File: src/rtl/pipelined_cla_adder.sv
// Pipelined WIDTH-bit adder/subtractor built from BLOCK-bit carry-lookahead
// groups. An input register captures conditioned operands, then one register
// layer per group resolves BLOCK result bits per cycle. Valid/ready
// handshake with whole-pipeline stall; carry, overflow and zero flags are
// registered alongside the result.
module pipelined_cla_adder #(
  parameter int WIDTH = 16,
  parameter int BLOCK = 4
) (
  input  logic             clk,
  input  logic             rst,
  input  logic             in_valid,
  output logic             in_ready,
  input  logic [WIDTH-1:0] a,
  input  logic [WIDTH-1:0] b,
  input  logic             cin,
  input  logic             sub,
  output logic             out_valid,
  input  logic             out_ready,
  output logic [WIDTH-1:0] z,
  output logic             cout,
  output logic             ovf,
  output logic             zero
);

  localparam int LAT = WIDTH / BLOCK;

  // One BLOCK-bit group: returns {carry into top bit, carry out, sum}.
  function automatic logic [BLOCK+1:0] cla_block(input logic [BLOCK-1:0] ga,
                                                 input logic [BLOCK-1:0] gb,
                                                 input logic             gc);
    logic [BLOCK-1:0] s;
    logic             c_cur;
    logic             c_top;
    logic             p;
    logic             g;
    c_cur = gc;
    c_top = gc;
    s     = '0;
    for (int i = 0; i < BLOCK; i++) begin
      p     = ga[i] ^ gb[i];
      g     = ga[i] & gb[i];
      s[i]  = p ^ c_cur;
      c_top = c_cur;
      c_cur = p ? c_cur : g;
    end
    return {c_top, c_cur, s};
  endfunction

  // Index 0 is the operand register; index k+1 holds the result after group k.
  logic [WIDTH-1:0] r_a_p   [LAT];
  logic [WIDTH-1:0] r_b_p   [LAT];
  logic [WIDTH-1:0] r_s_p   [LAT+1];
  logic             r_c_p   [LAT+1];
  logic             r_vld_p [LAT+1];
  logic             r_ovf;
  logic             r_zero;

  logic             w_adv;
  logic [BLOCK+1:0] w_res  [LAT];
  logic [WIDTH-1:0] w_s_nx [LAT];
  logic             w_ovf;
  logic             w_zero;

  // Group evaluation for every stage plus final-stage flag derivation.
  always_comb begin
    w_adv = !r_vld_p[LAT] | out_ready;
    for (int k = 0; k < LAT; k++) begin
      w_res[k]  = cla_block(r_a_p[k][k*BLOCK +: BLOCK],
                            r_b_p[k][k*BLOCK +: BLOCK], r_c_p[k]);
      w_s_nx[k] = r_s_p[k];
      w_s_nx[k][k*BLOCK +: BLOCK] = w_res[k][BLOCK-1:0];
    end
    w_ovf  = w_res[LAT-1][BLOCK+1] ^ w_res[LAT-1][BLOCK];
    w_zero = (w_s_nx[LAT-1] == '0);
  end

  // Pipeline advance: every stage moves together or the whole pipe holds.
  always_ff @(posedge clk or posedge rst) begin
    if (rst) begin
      for (int k = 0; k < LAT; k++) begin
        r_a_p[k] <= '0;
        r_b_p[k] <= '0;
      end
      for (int k = 0; k <= LAT; k++) begin
        r_s_p[k]   <= '0;
        r_c_p[k]   <= 1'b0;
        r_vld_p[k] <= 1'b0;
      end
      r_ovf  <= 1'b0;
      r_zero <= 1'b0;
    end else if (w_adv) begin
      // operand capture: subtraction is a + ~b + 1, cin ignored
      r_a_p[0]   <= a;
      r_b_p[0]   <= sub ? ~b : b;
      r_c_p[0]   <= sub | cin;
      r_s_p[0]   <= '0;
      r_vld_p[0] <= in_valid;
      // operand skew: upper slices travel with the partial result
      for (int k = 0; k < LAT-1; k++) begin
        r_a_p[k+1] <= r_a_p[k];
        r_b_p[k+1] <= r_b_p[k];
      end
      // group stages: resolved slices and carry move one stage forward
      for (int k = 0; k < LAT; k++) begin
        r_s_p[k+1]   <= w_s_nx[k];
        r_c_p[k+1]   <= w_res[k][BLOCK];
        r_vld_p[k+1] <= r_vld_p[k];
      end
      // output stage flags
      r_ovf  <= w_ovf;
      r_zero <= w_zero;
    end
  end

  assign in_ready  = w_adv;
  assign out_valid = r_vld_p[LAT];
  assign z         = r_s_p[LAT];
  assign cout      = r_c_p[LAT];
  assign ovf       = r_ovf;
  assign zero      = r_zero;

endmodule

File: config.mk
export PLATFORM = sky130hd
export DESIGN_NAME = pipelined_cla_adder
export DESIGN_NICKNAME = d
export VERILOG_FILES = /design/src/rtl/pipelined_cla_adder.sv
export SDC_FILE = /design/constraint.sdc
export NUM_CORES = 1
export LEC_CHECK = 0
export ABC_AREA = 1
export BUFFER_PORTS_ARGS = -buffer_cell sky130_fd_sc_hd__buf_2
export CORE_ASPECT_RATIO = 1.25
export CORE_MARGIN = 3
export CORE_UTILIZATION = 40
export DETAILED_ROUTE_END_ITERATION = 10
export GPL_TIMING_DRIVEN = 0
export SLEW_MARGIN = 20
export SYNTH_ARGS = -nofsm -noshare
export SYNTH_HDL_FRONTEND = slang
export SYNTH_SLANG_ARGS = --single-unit
File: constraint.sdc
create_clock -name clk -period 5.8 [get_ports clk]
set_clock_uncertainty 0.1 [all_clocks]
set_input_delay 0.29 -clock clk [delete_from_list [all_inputs] [get_ports clk]]
set_output_delay 0.29 -clock clk [all_outputs]
set_load 0.005 [all_outputs]
==> results of run 1 <==
-- flip-flops by register name, summed over array words and instances (netlist names) --
register / count
r_vld_p: 4
r_a_p: 40
out_valid: 1
z: 16
cout: 1
zero: 1
r_b_p: 40
ovf: 1
r_s_p: 24
r_c_p: 4
-- layout make-up --
class | count | area (um2)
flip-flops and latches | 132 | 3303
repair buffers | 75 | 483.0
multi-input cells | 347 | 1778
inverters | 62 | 240.2
clock inverters | 11 | 172.7
clock buffers | 21 | 480.5
plain buffers | 46 | 306.5
well taps | 171 | 214.0
fillers | 1251 | 6548
-- how the worst max path moves through the flow --
stage | from | endpoint
floorplan | rst | cout$_DFFE_PP0P_
global placement | rst | r_b_p[58]$_DFFE_PP0P_
detailed placement | r_a_p[12]$_DFFE_PP0P_ | zero$_DFFE_PP0P_
CTS | r_a_p[12]$_DFFE_PP0P_ | zero$_DFFE_PP0P_
global route | r_b_p[12]$_DFFE_PP0P_ | zero$_DFFE_PP0P_
finish | r_c_p[1]$_DFFE_PP0P_ | zero$_DFFE_PP0P_
-- report_power, final --
group          leakage (nW)  internal [mW]  total (mW)  switching (mW)
combinational          1.60          0.505        1.19           0.683
sequential             1.61           1.33        1.55           0.222
clock                 0.320          0.766        1.16           0.395
-- cells in the mapped netlist, drive strengths merged --
master,instances,share of area (%)
nand2,205,14
dfrtp,132,59
o21ai,94,8.4
inv,62,4.1
buf,42,5.2
fa,16,5.7
xnor2,16,2.5
nor2,12,0.93
clkbuf,4,0.27
nand3,2,0.18
or2,1,0.11
xor2,1,0.16
-- critical path, cell delays in order, from the launching register on --
cell,delay [ns]
dfrtp_1,0.36
inv_1,0.11
fa_1,0.18
inv_1,0.05
fa_1,0.39
fa_1,0.42
inv_1,0.09
fa_1,0.42
nand3_1,0.14
nor2_1,0.06
nand3_1,0.08
nand2_1,0.05
-- stage by stage --
stage          hold slack, ns  power, mW
6_report              0.02080      3.899
5_1_grt               0.04011      4.206
4_1_cts              0.001407      3.949
3_5_place_dp           0.2394      2.756
3_3_place_gp           0.3517      2.694
2_1_floorplan          0.2996      2.326
-- kinds of logic (layout without fill, tap and decap cells) --
kind of cell / count (synthesis) / count (layout) / synth area share (%)
flip-flops: 132 / 132 / 58.77
AND/OR/NAND/NOR: 220 / 220 / 14.92
adder cells (fa/ha/maj): 16 / 16 / 5.699
AO/OA/AOI/OAI: 94 / 94 / 8.370
XOR/XNOR: 17 / 17 / 2.649
buffers and inverters: 108 / 215 / 9.595
-- routing by layer --
metal  part of all wire, %  wire, um  vias to the layer above
met2                    51      6253                       75
met4                   1.7       204                        0
met5                     0         0                        -
met1                    44      5358                     1917
met3                   3.7       459                       14
li1                      -         -                     1971
-- repair_timing --
action,4_1_cts,5_1_grt
resized for setup,0,0
hold endpoints to repair,72,0
setup endpoints to repair,0,0
hold buffers,17,0
==> metrics.csv, run 1 <==
stage;metric;value;unit
timing;setup_viol;0;
placement;hpwl;8542;um
worst_hold_path;min-delay-start;cin;
grt;antenna_found_initial;0;
timing;slew-limit-headroom;64.34;%
critical_path;crit_type;reg -> reg;
clocking;cts_tree;done;
timing;tns;0;ns
run;max_cap_violations;0;
clocking;cts_root_buf;clkbuf_16;
yosys;synthesis.area;5620;um2
clocking;cts_buffer_depth;2;
detailed_routing;ant_nets;0;
finish;final_cell_area;6978;um2
critical_path;worst-r2r-setup-slack;3.26;ns
die;fp.dieH;138.5;um
finish;final_cells;865;
placement;pre_cts_ws;3.252;ns
grt;grt_use_met1;21.97;%
timing;fin_crit;2.539;ns
finish;utilization;51.59;%
critical_path;critPathLaunchType;flip-flop;
finish;layout_commonest_cell;nand2_1;
critical_path;cp-end-kind;flip-flop;
yosys;yosysWarnings;0;
clocking;clock_sinks;132;
timing;setup_ws;3.261;ns
die;initial_utilization;41.55;%
placement;gp_congestion;0.7753;
detailed_routing;drtIter0Drc;191;
clocking;post_cts_buffers;0;
critical_path;r2r_start;r_c_p[1]$_DFFE_PP0P_;
critical_path;rr_worst_depth;11;
detailed_routing;viasPerCell;4.598;
finish;nNetsFinal;735;
grt;grt_pass1_wl;20770;um
yosys;ys_seq_area_share;58.77;%
grt;grt_overflow;0;
die;io_pins;59;
critical_path;cp.required;6.01;ns
critical_path;cp_data_arrival_time;2.75;ns
yosys;yosysUniqueCellTypes;17;
timing;fin_crit_sh;43.77;%
finish;drive_gt1_share;19.60;%
placement;dp_cells;816;
finish;synthToLayoutAreaGrowth;24.15;%
die;dieArea;15520;um2
clocking;htree_levels;4;
grt;use_met3;3.754;%
worst_hold_path;min-delay-path-class;in -> reg;
clocking;cts_made_buffers;17;
finish;mostFrequentLayoutCells;205 x nand2_1, 132 x dfrtp_1, 89 x o21ai_0;
detailed_routing;drt_first_pass_iters;4;
finish;antenna_cells;0;
critical_path;crit_fanout;2;
detailed_routing;wire_per_inst;14.19;um
critical_path;r2r-end;zero$_DFFE_PP0P_;
power;ir_drop;0.0002192;V
grt;first_global_vias;4102;
clocking;path_clk_slew;0.06;ns
placement;port-buffer-count;57;
yosys;synth_seq_cells;132;
timing;rsz0062_at_grt;no;
detailed_routing;wirelength;12280;um
grt;use_met2;28.14;%
yosys;syn_nets;641;
die;die_width;112.0;um
worst_hold_path;whs_path_depth;3;
detailed_routing;vias;3977;
yosys;synthCells;587;
die;core_area;13530;um2
grt;top_usage_layer;met2;
die;row_count;47;
power;power_leakage;3.531;nW
timing;worst_slew_pin_slew;0.5349;ns
grt;grtUsageTotal;17.03;%
timing;finalHoldViolations;0;
timing;fmax;0.3939;GHz
yosys;avgSynthCellArea;9.575;um2
timing;drv_slew;0;
grt;grt_start_max_net_pins;77;
worst_hold_path;worstHoldEndpoint;r_c_p[4]$_DFFE_PP0P_;
power;power.density;558.8;nW/um2
detailed_routing;route.detailed.drc;0;
run_status;status;complete, no violations;
clocking;clkLatencyLatePin;0.42;ns
placement;place_area;6155;um2
No activity file was read; power rests on OpenSTA's default activity.
==> run 2, diff against run 1 <==
==> constraint.sdc (replaced) <==
create_clock -name clk -period 2.3 [get_ports clk]
set_clock_uncertainty 0.1 [all_clocks]
set_input_delay 0.115 -clock clk [delete_from_list [all_inputs] [get_ports clk]]
set_output_delay 0.115 -clock clk [all_outputs]
set_load 0.005 [all_outputs]
==> run 2 against run 1 <==
The run now ends with negative hold slack, negative setup slack left. Final area is 2.9% higher. Clock-buffer cell count is 4 higher. Critical path depth stayed put. Largest power group unchanged. Highest routed layer unchanged. Setup slack worse by 3.3 ns. Worst hold slack worse by 0.028 ns. Critical path type unchanged. Via count is 4.1% higher. Flip-flop and latch count stayed put. Wire length is 2.3% higher. Non-clock buffer count is 26 higher.
==> metrics.csv, run 2 (same netlist as run 1, synthesis figures left out) <==
stage;metric;value;unit;change
run_status;status;complete, but fails checks;;
run_status;violations;negative hold slack, negative setup slack;;
timing;drv_slew;0;;unchanged
detailed_routing;route.detailed.drc;0;;unchanged
clocking;cts_made_buffers;17;;unchanged
detailed_routing;drtIter0Drc;244;;+28%
critical_path;cp_cell_sequence;inv_2, fa_1, inv_1, fa_2, fa_2, inv_2, fa_1, nand3_2, nor2_1, nand3_1, nand2_1;;
critical_path;cp-end-kind;flip-flop;;
critical_path;cp_slowest_stage_delay;0.51;ns;+0.09 ns
critical_path;crit_type;reg -> reg;;
placement;dp_cells;819;;+0.37%
power;p_int;6.398;mW;+150%
detailed_routing;wirelength;12560;um;+2.3%
finish;final_cell_area;7182;um2;+2.9%
critical_path;crit_fanout;2;;unchanged
critical_path;cp.required;2.55;ns;-3.46 ns
power;pwr-share-clk;25.9;%;-3.9 points
finish;reg_top3;r_a_p x40, r_b_p x40, r_s_p x24;;
clocking;clock_sinks;132;;unchanged
finish;final_cells;888;;+2.7%
timing;slew-limit-headroom;59.88;%;-4.5 points
critical_path;cp_slowest_cell;fa_1;;
timing;fin_crit_sh;102.1;%;+58 points
finish;drive_gt1_share;23.57;%;+4.0 points
timing;fin_crit;2.348;ns;-0.1909 ns
timing;setup_ws;-0.04763;ns;-3.309 ns
worst_hold_path;whs_path_depth;3;;unchanged
finish;synthToLayoutAreaGrowth;27.78;%;
power;power.density;1348;nW/um2;+140%
power;swShare;33.93;%;+0.59 points
grt;grtUsageTotal;17.09;%;+0.060 points
die;die_width;112.0;um;unchanged
critical_path;cp_data_arrival_time;2.60;ns;-0.15 ns
timing;worst_slew_pin_slew;0.6019;ns;+0.06701 ns
timing;fmax;0.4260;GHz;+8.1%
power;power;9.683;mW;+150%
timing;hold_ws;-0.006880;ns;-0.02768 ns
grt;first_global_vias;4247;;+3.5%
grt;antenna_found_initial;0;;unchanged
power;p_switching;3.285;mW;+150%
placement;port-buffer-count;57;;unchanged
clocking;clkLatencyLatePin;0.41;ns;about the same
grt;grt_start_max_net_pins;36;;-53%
clocking;path_clk_slew;0.05;ns;about the same
detailed_routing;wire_per_inst;14.14;um;-0.34%
clocking;cts_buffer_depth;2;;unchanged
clocking;htree_levels;4;;unchanged
placement;place_area;6213;um2;+0.96%
critical_path;critPathLaunchType;flip-flop;;
detailed_routing;viasPerCell;4.664;;+1.5%
finish;antenna_cells;0;;unchanged
detailed_routing;ant_nets;0;;unchanged
power;power_frac_comb;33.6;%;+3.1 points
placement;hpwl;8676;um;+1.6%
power;power_leakage;3.580;nW;+1.4%
die;initial_utilization;41.55;%;unchanged
finish;mostFrequentLayoutCells;205 x nand2_1, 132 x dfrtp_1, 85 x o21ai_0;;
die;dieArea;15520;um2;unchanged
critical_path;rr_worst_depth;11;;unchanged
grt;grt_pass1_wl;20980;um;+1.0%
clocking;cts_root_buf;clkbuf_16;;
finish;nFillCells;1235;;-1.3%
power;ir_drop;0.0007252;V;+230%
detailed_routing;drt_first_pass_iters;4;;unchanged
grt;grt_overflow;0;;unchanged
die;io_pins;59;;unchanged
clocking;cts_tree;done;;
die;core_area;13530;um2;unchanged
placement;gp_congestion;0.8003;;+3.2%
worst_hold_path;min-delay-path-class;in -> reg;;
timing;setup_viol;2;;+2
timing;tns;-0.05451;ns;-0.05451 ns
timing;finalHoldViolations;1;;+1
detailed_routing;vias;4142;;+4.1%
finish;nNetsFinal;761;;+3.5%
timing;rsz0062_at_grt;yes;;
run;max_cap_violations;0;;unchanged
die;row_count;47;;unchanged
finish;layout_commonest_cell;nand2_1;;
die;fp.dieH;138.5;um;unchanged
power;p_seq_share;40.5;%;+0.8 points
==> run 2: cell count changes in the layout (fill, tap and decap cells not counted), moves of 3 or more <==
cell	delta
inv_2	+18
clkinv_4	-3
fa_2	+11
inv_1	-18
buf_12	+3
dlygate4sd3_1	+17
o21ai_1	+4
fa_1	-11
o21ai_0	-4
clkbuf_1	+3
buf_4	+6
bufinv_16	-3
==> run 2: timing repair <==
action / 4_1_cts / 5_1_grt
pin swaps: 7 / 9
hold buffers: 34 / 0
setup buffers: 3 / 3
endpoints found under the setup margin: 5 / 6
hold endpoints to repair: 70 / 0
resized for setup: 18 / 15
==> run 2: final cells by class <==
| cell class | instances | area, um2 | area share, % |
|---|---|---|---|
| buffer | 46 | 306.5 | 4.268 |
| clock inverter | 4 | 47.55 | 0.6620 |
| multi-input combinational | 347 | 1810 | 25.21 |
| inverter | 62 | 236.5 | 3.293 |
| sequential | 132 | 3303 | 45.99 |
| clock buffer | 25 | 505.5 | 7.038 |
| tap | 171 | 214.0 | 2.979 |
| timing repair buffer | 101 | 758.2 | 10.56 |
==> run 2: critical path, delay by kind of cell (launching register included) <==
family        cells  cell delay, ns
fa+ha+maj         4            1.33
flops             1            0.35
simple gates      4            0.34
buf+inv           3            0.16
==> run 2: power groups by stage <==
stage | clock (mW) | combinational [mW] | sequential [mW]
after global placement | 0 | 2.89 | 3.91
final | 2.51 | 3.25 | 3.92
after global routing | 2.65 | 3.75 | 4.03
after CTS | 2.54 | 3.22 | 3.91
after detailed placement | 0 | 3.01 | 3.93
after floorplan | 0 | 2.10 | 3.77
==> run 2: path summary, 6_finish.rpt <==
path	start	end	slack, ns
max reg2reg	r_a_p[12]$_DFFE_PP0P_	zero$_DFFE_PP0P_	-0.05
min reg2reg	r_s_p[50]$_DFFE_PP0P_	r_s_p[34]$_DFFE_PP0P_	0.36
max in group asynchronous	rst	r_c_p[3]$_DFFE_PP0P_	1.15
min in group asynchronous	rst	r_b_p[31]$_DFFE_PP0P_	0.19
min	b[15]	r_b_p[63]$_DFFE_PP0P_	-0.007
max	r_a_p[12]$_DFFE_PP0P_	zero$_DFFE_PP0P_	-0.05
==> run 2: per-layer routing <==
metal	track usage [%]	vias up	share of wire [%]
li1	-	2019	-
met1	21.05	2032	42
met2	30.04	74	53
met3	3.230	17	3.3
met4	5.949	0	1.4
met5	0	-	0
==> run 2: metrics by stage <==
stage               worst slack, ns  utilization (%)
floorplan                   0.02077                -
global placement            -0.3446            45.29
detailed placement          -0.2307            45.94
CTS                        -0.09951            52.88
global route                -0.1262            53.10
finish                     -0.04763            53.10
==> run 3, diff against run 2 <==
--- a/config.mk
+++ b/config.mk
@@ -8,7 +8,7 @@
 export ABC_AREA = 1
 export BUFFER_PORTS_ARGS = -buffer_cell sky130_fd_sc_hd__buf_2
 export CORE_ASPECT_RATIO = 1.25
-export CORE_MARGIN = 3
+export CORE_MARGIN = 8
 export CORE_UTILIZATION = 40
 export DETAILED_ROUTE_END_ITERATION = 10
 export GPL_TIMING_DRIVEN = 0
==> run 3 against run 2 <==
The flow still finishes with violations (negative hold slack, negative setup slack). Non-clock buffer count down 1. Clock power down 4%. Sequential power is essentially flat. Total power is 1.9% lower. Final area decreased by 0.37%. Setup slack improved by 0.0043 ns. Combinational power is 2% lower. Wire length is 1.7% lower. Clock-buffer cell count increased by 3. Utilization shrank 1.1 points. Critical path type unchanged.
==> metrics.csv, run 3 (same netlist as run 1, synthesis figures left out) <==
stage;metric;value;unit;change
run_status;status;complete, but fails checks;;
run_status;violations;negative hold slack, negative setup slack;;
critical_path;cp_data_arrival_time;2.54;ns;-0.06 ns
die;die_width;122.0;um;+8.9%
placement;gp_congestion;0.7885;;-1.5%
die;row_count;48;;+2.1%
grt;grt_start_max_net_pins;32;;-11%
timing;rsz0062_at_grt;yes;;
timing;worst_slew_pin_slew;0.5732;ns;-0.02865 ns
clocking;clkLatencyLatePin;0.41;ns;about the same
finish;mostFrequentLayoutCells;205 x nand2_1, 132 x dfrtp_1, 87 x o21ai_0;;
critical_path;critPathLaunchType;flip-flop;;
grt;grt_pass1_wl;21010;um;+0.13%
finish;synthToLayoutAreaGrowth;27.32;%;
finish;layout_commonest_cell;nand2_1;;
critical_path;crit_type;reg -> reg;;
power;pwr-share-clk;25.4;%;-0.5 points
timing;drv_slew;0;;unchanged
die;fp.dieH;148.5;um;+7.2%
power;power;9.503;mW;-1.9%
critical_path;cp-end-kind;flip-flop;;
power;ir_drop;0.0007321;V;+0.95%
timing;slew-limit-headroom;61.79;%;+1.9 points
finish;drive_gt1_share;23.37;%;-0.20 points
critical_path;crit_fanout;2;;unchanged
placement;port-buffer-count;57;;unchanged
critical_path;cp.required;2.50;ns;-0.05 ns
finish;final_cells;894;;+0.68%
placement;hpwl;8876;um;+2.3%
timing;setup_ws;-0.04336;ns;+0.004273 ns
detailed_routing;ant_nets;0;;unchanged
die;initial_utilization;40.87;%;-0.69 points
clocking;path_clk_slew;0.05;ns;about the same
run;max_cap_violations;0;;unchanged
die;core_area;13750;um2;+1.7%
critical_path;rr_worst_depth;11;;unchanged
clocking;cts_root_buf;clkbuf_16;;
grt;grtUsageTotal;14.81;%;-2.3 points
grt;grt_overflow;0;;unchanged
clocking;cts_tree;done;;
power;power.density;1328;nW/um2;-1.5%
power;swShare;34.06;%;+0.13 points
finish;reg_top3;r_a_p x40, r_b_p x40, r_s_p x24;;
timing;setup_viol;1;;-1
timing;fmax;0.4267;GHz;+0.18%
clocking;htree_levels;4;;unchanged
worst_hold_path;min-delay-path-class;in -> reg;;
detailed_routing;route.detailed.drc;0;;unchanged
power;power_frac_comb;33.4;%;-0.2 points
worst_hold_path;whs_path_depth;3;;unchanged
detailed_routing;drtIter0Drc;177;;-27%
placement;pre_cts_ws;-0.1835;ns;+0.04727 ns
power;p_int;6.267;mW;-2.0%
die;io_pins;59;;unchanged
clocking;cts_made_buffers;17;;unchanged
grt;antenna_found_initial;0;;unchanged
timing;fin_crit_sh;101.9;%;-0.19 points
power;p_switching;3.237;mW;-1.5%
die;dieArea;18120;um2;+17%
timing;fin_crit;2.343;ns;-0.004273 ns
timing;hold_ws;-0.01556;ns;-0.008681 ns
detailed_routing;wirelength;12350;um;-1.7%
detailed_routing;viasPerCell;4.539;;-2.7%
power;power_leakage;3.569;nW;-0.29%
detailed_routing;wire_per_inst;13.81;um;-2.3%
power;p_seq_share;41.2;%;+0.7 points
timing;finalHoldViolations;1;;unchanged
clocking;clock_sinks;132;;unchanged
finish;antenna_cells;0;;unchanged
finish;nNetsFinal;760;;-0.13%
grt;first_global_vias;4312;;+1.5%
detailed_routing;vias;4058;;-2.0%
clocking;cts_buffer_depth;2;;unchanged
placement;dp_cells;823;;+0.49%
detailed_routing;drt_first_pass_iters;4;;unchanged
-- run 3: layout make-up --
cell class / instances / area [um2]
Buffer: 46 / 306.5
Clock buffer: 28 / 516.7
Clock inverter: 4 / 20.02
Fill cell: 1312 / 6598
Inverter: 62 / 236.5
Multi-Input combinational cell: 347 / 1810
Sequential cell: 132 / 3303
Tap cell: 175 / 219.0
Timing Repair Buffer: 100 / 743.2
-- run 3: power by group through the flow --
stage	Clock, mW	Combinational, mW	Sequential [mW]
2_1_floorplan	0	2.10	3.77
3_3_place_gp	0	2.90	3.92
3_5_place_dp	0	2.98	3.94
4_1_cts	2.45	3.14	3.92
5_1_grt	2.55	3.66	4.04
6_report	2.42	3.17	3.91
-- run 3: path summary, 6_finish.rpt --
| check | to | slack [ns] | from |
|---|---|---|---|
| max | zero$_DFFE_PP0P_ | -0.04 | r_c_p[1]$_DFFE_PP0P_ |
| min | r_b_p[63]$_DFFE_PP0P_ | -0.02 | b[15] |
| max reg2reg | zero$_DFFE_PP0P_ | -0.04 | r_c_p[1]$_DFFE_PP0P_ |
| min in group asynchronous | ovf$_DFFE_PP0P_ | 0.21 | rst |
| max in group asynchronous | r_b_p[43]$_DFFE_PP0P_ | 1.14 | rst |
| min reg2reg | out_valid$_DFFE_PP0P_ | 0.37 | r_vld_p[1]$_DFFE_PP0P_ |
-- run 3: what timing repair did --
item                                   in CTS  in global routing
pin swaps                                   8                 11
endpoints found under the hold margin      51                  0
setup buffers                               1                  4
hold buffers                               34                  0
gates resized for setup                    17                 14
cloned                                      0                  0
setup endpoints to repair                   5                  6
-- run 3: stage by stage --
stage	hold WS, ns	utilization [%]	setup TNS (ns)	area, um2
4_1_cts	0.001483	51.74	-0.1017	7116
3_3_place_gp	0.2189	44.58	-45.83	6131
2_1_floorplan	0.1246	-	0	5627
6_report	-0.01556	52.03	-0.04336	7156
5_1_grt	0.01152	52.03	-0.1694	7156
3_5_place_dp	0.09687	45.16	-0.1913	6211
-- run 3: routing by layer --
metal,share of wire [%],vias up,global-route usage (%)
met4,1.4,0,5.257
met1,43,1961,17.99
met2,52,67,24.84
li1,-,2015,-
met5,0,-,0
met3,3.7,15,3.642
-- run 3: worst max-delay path, stage by stage (launching register included) --
cell and delay, ns:
dfrtp_1 0.37, inv_2 0.08, fa_2 0.20, inv_2 0.04, fa_2 0.33, fa_2 0.36
inv_2 0.06, fa_1 0.44, nand3_2 0.10, nor2_1 0.04, nand3_1 0.06, nand2_1 0.05
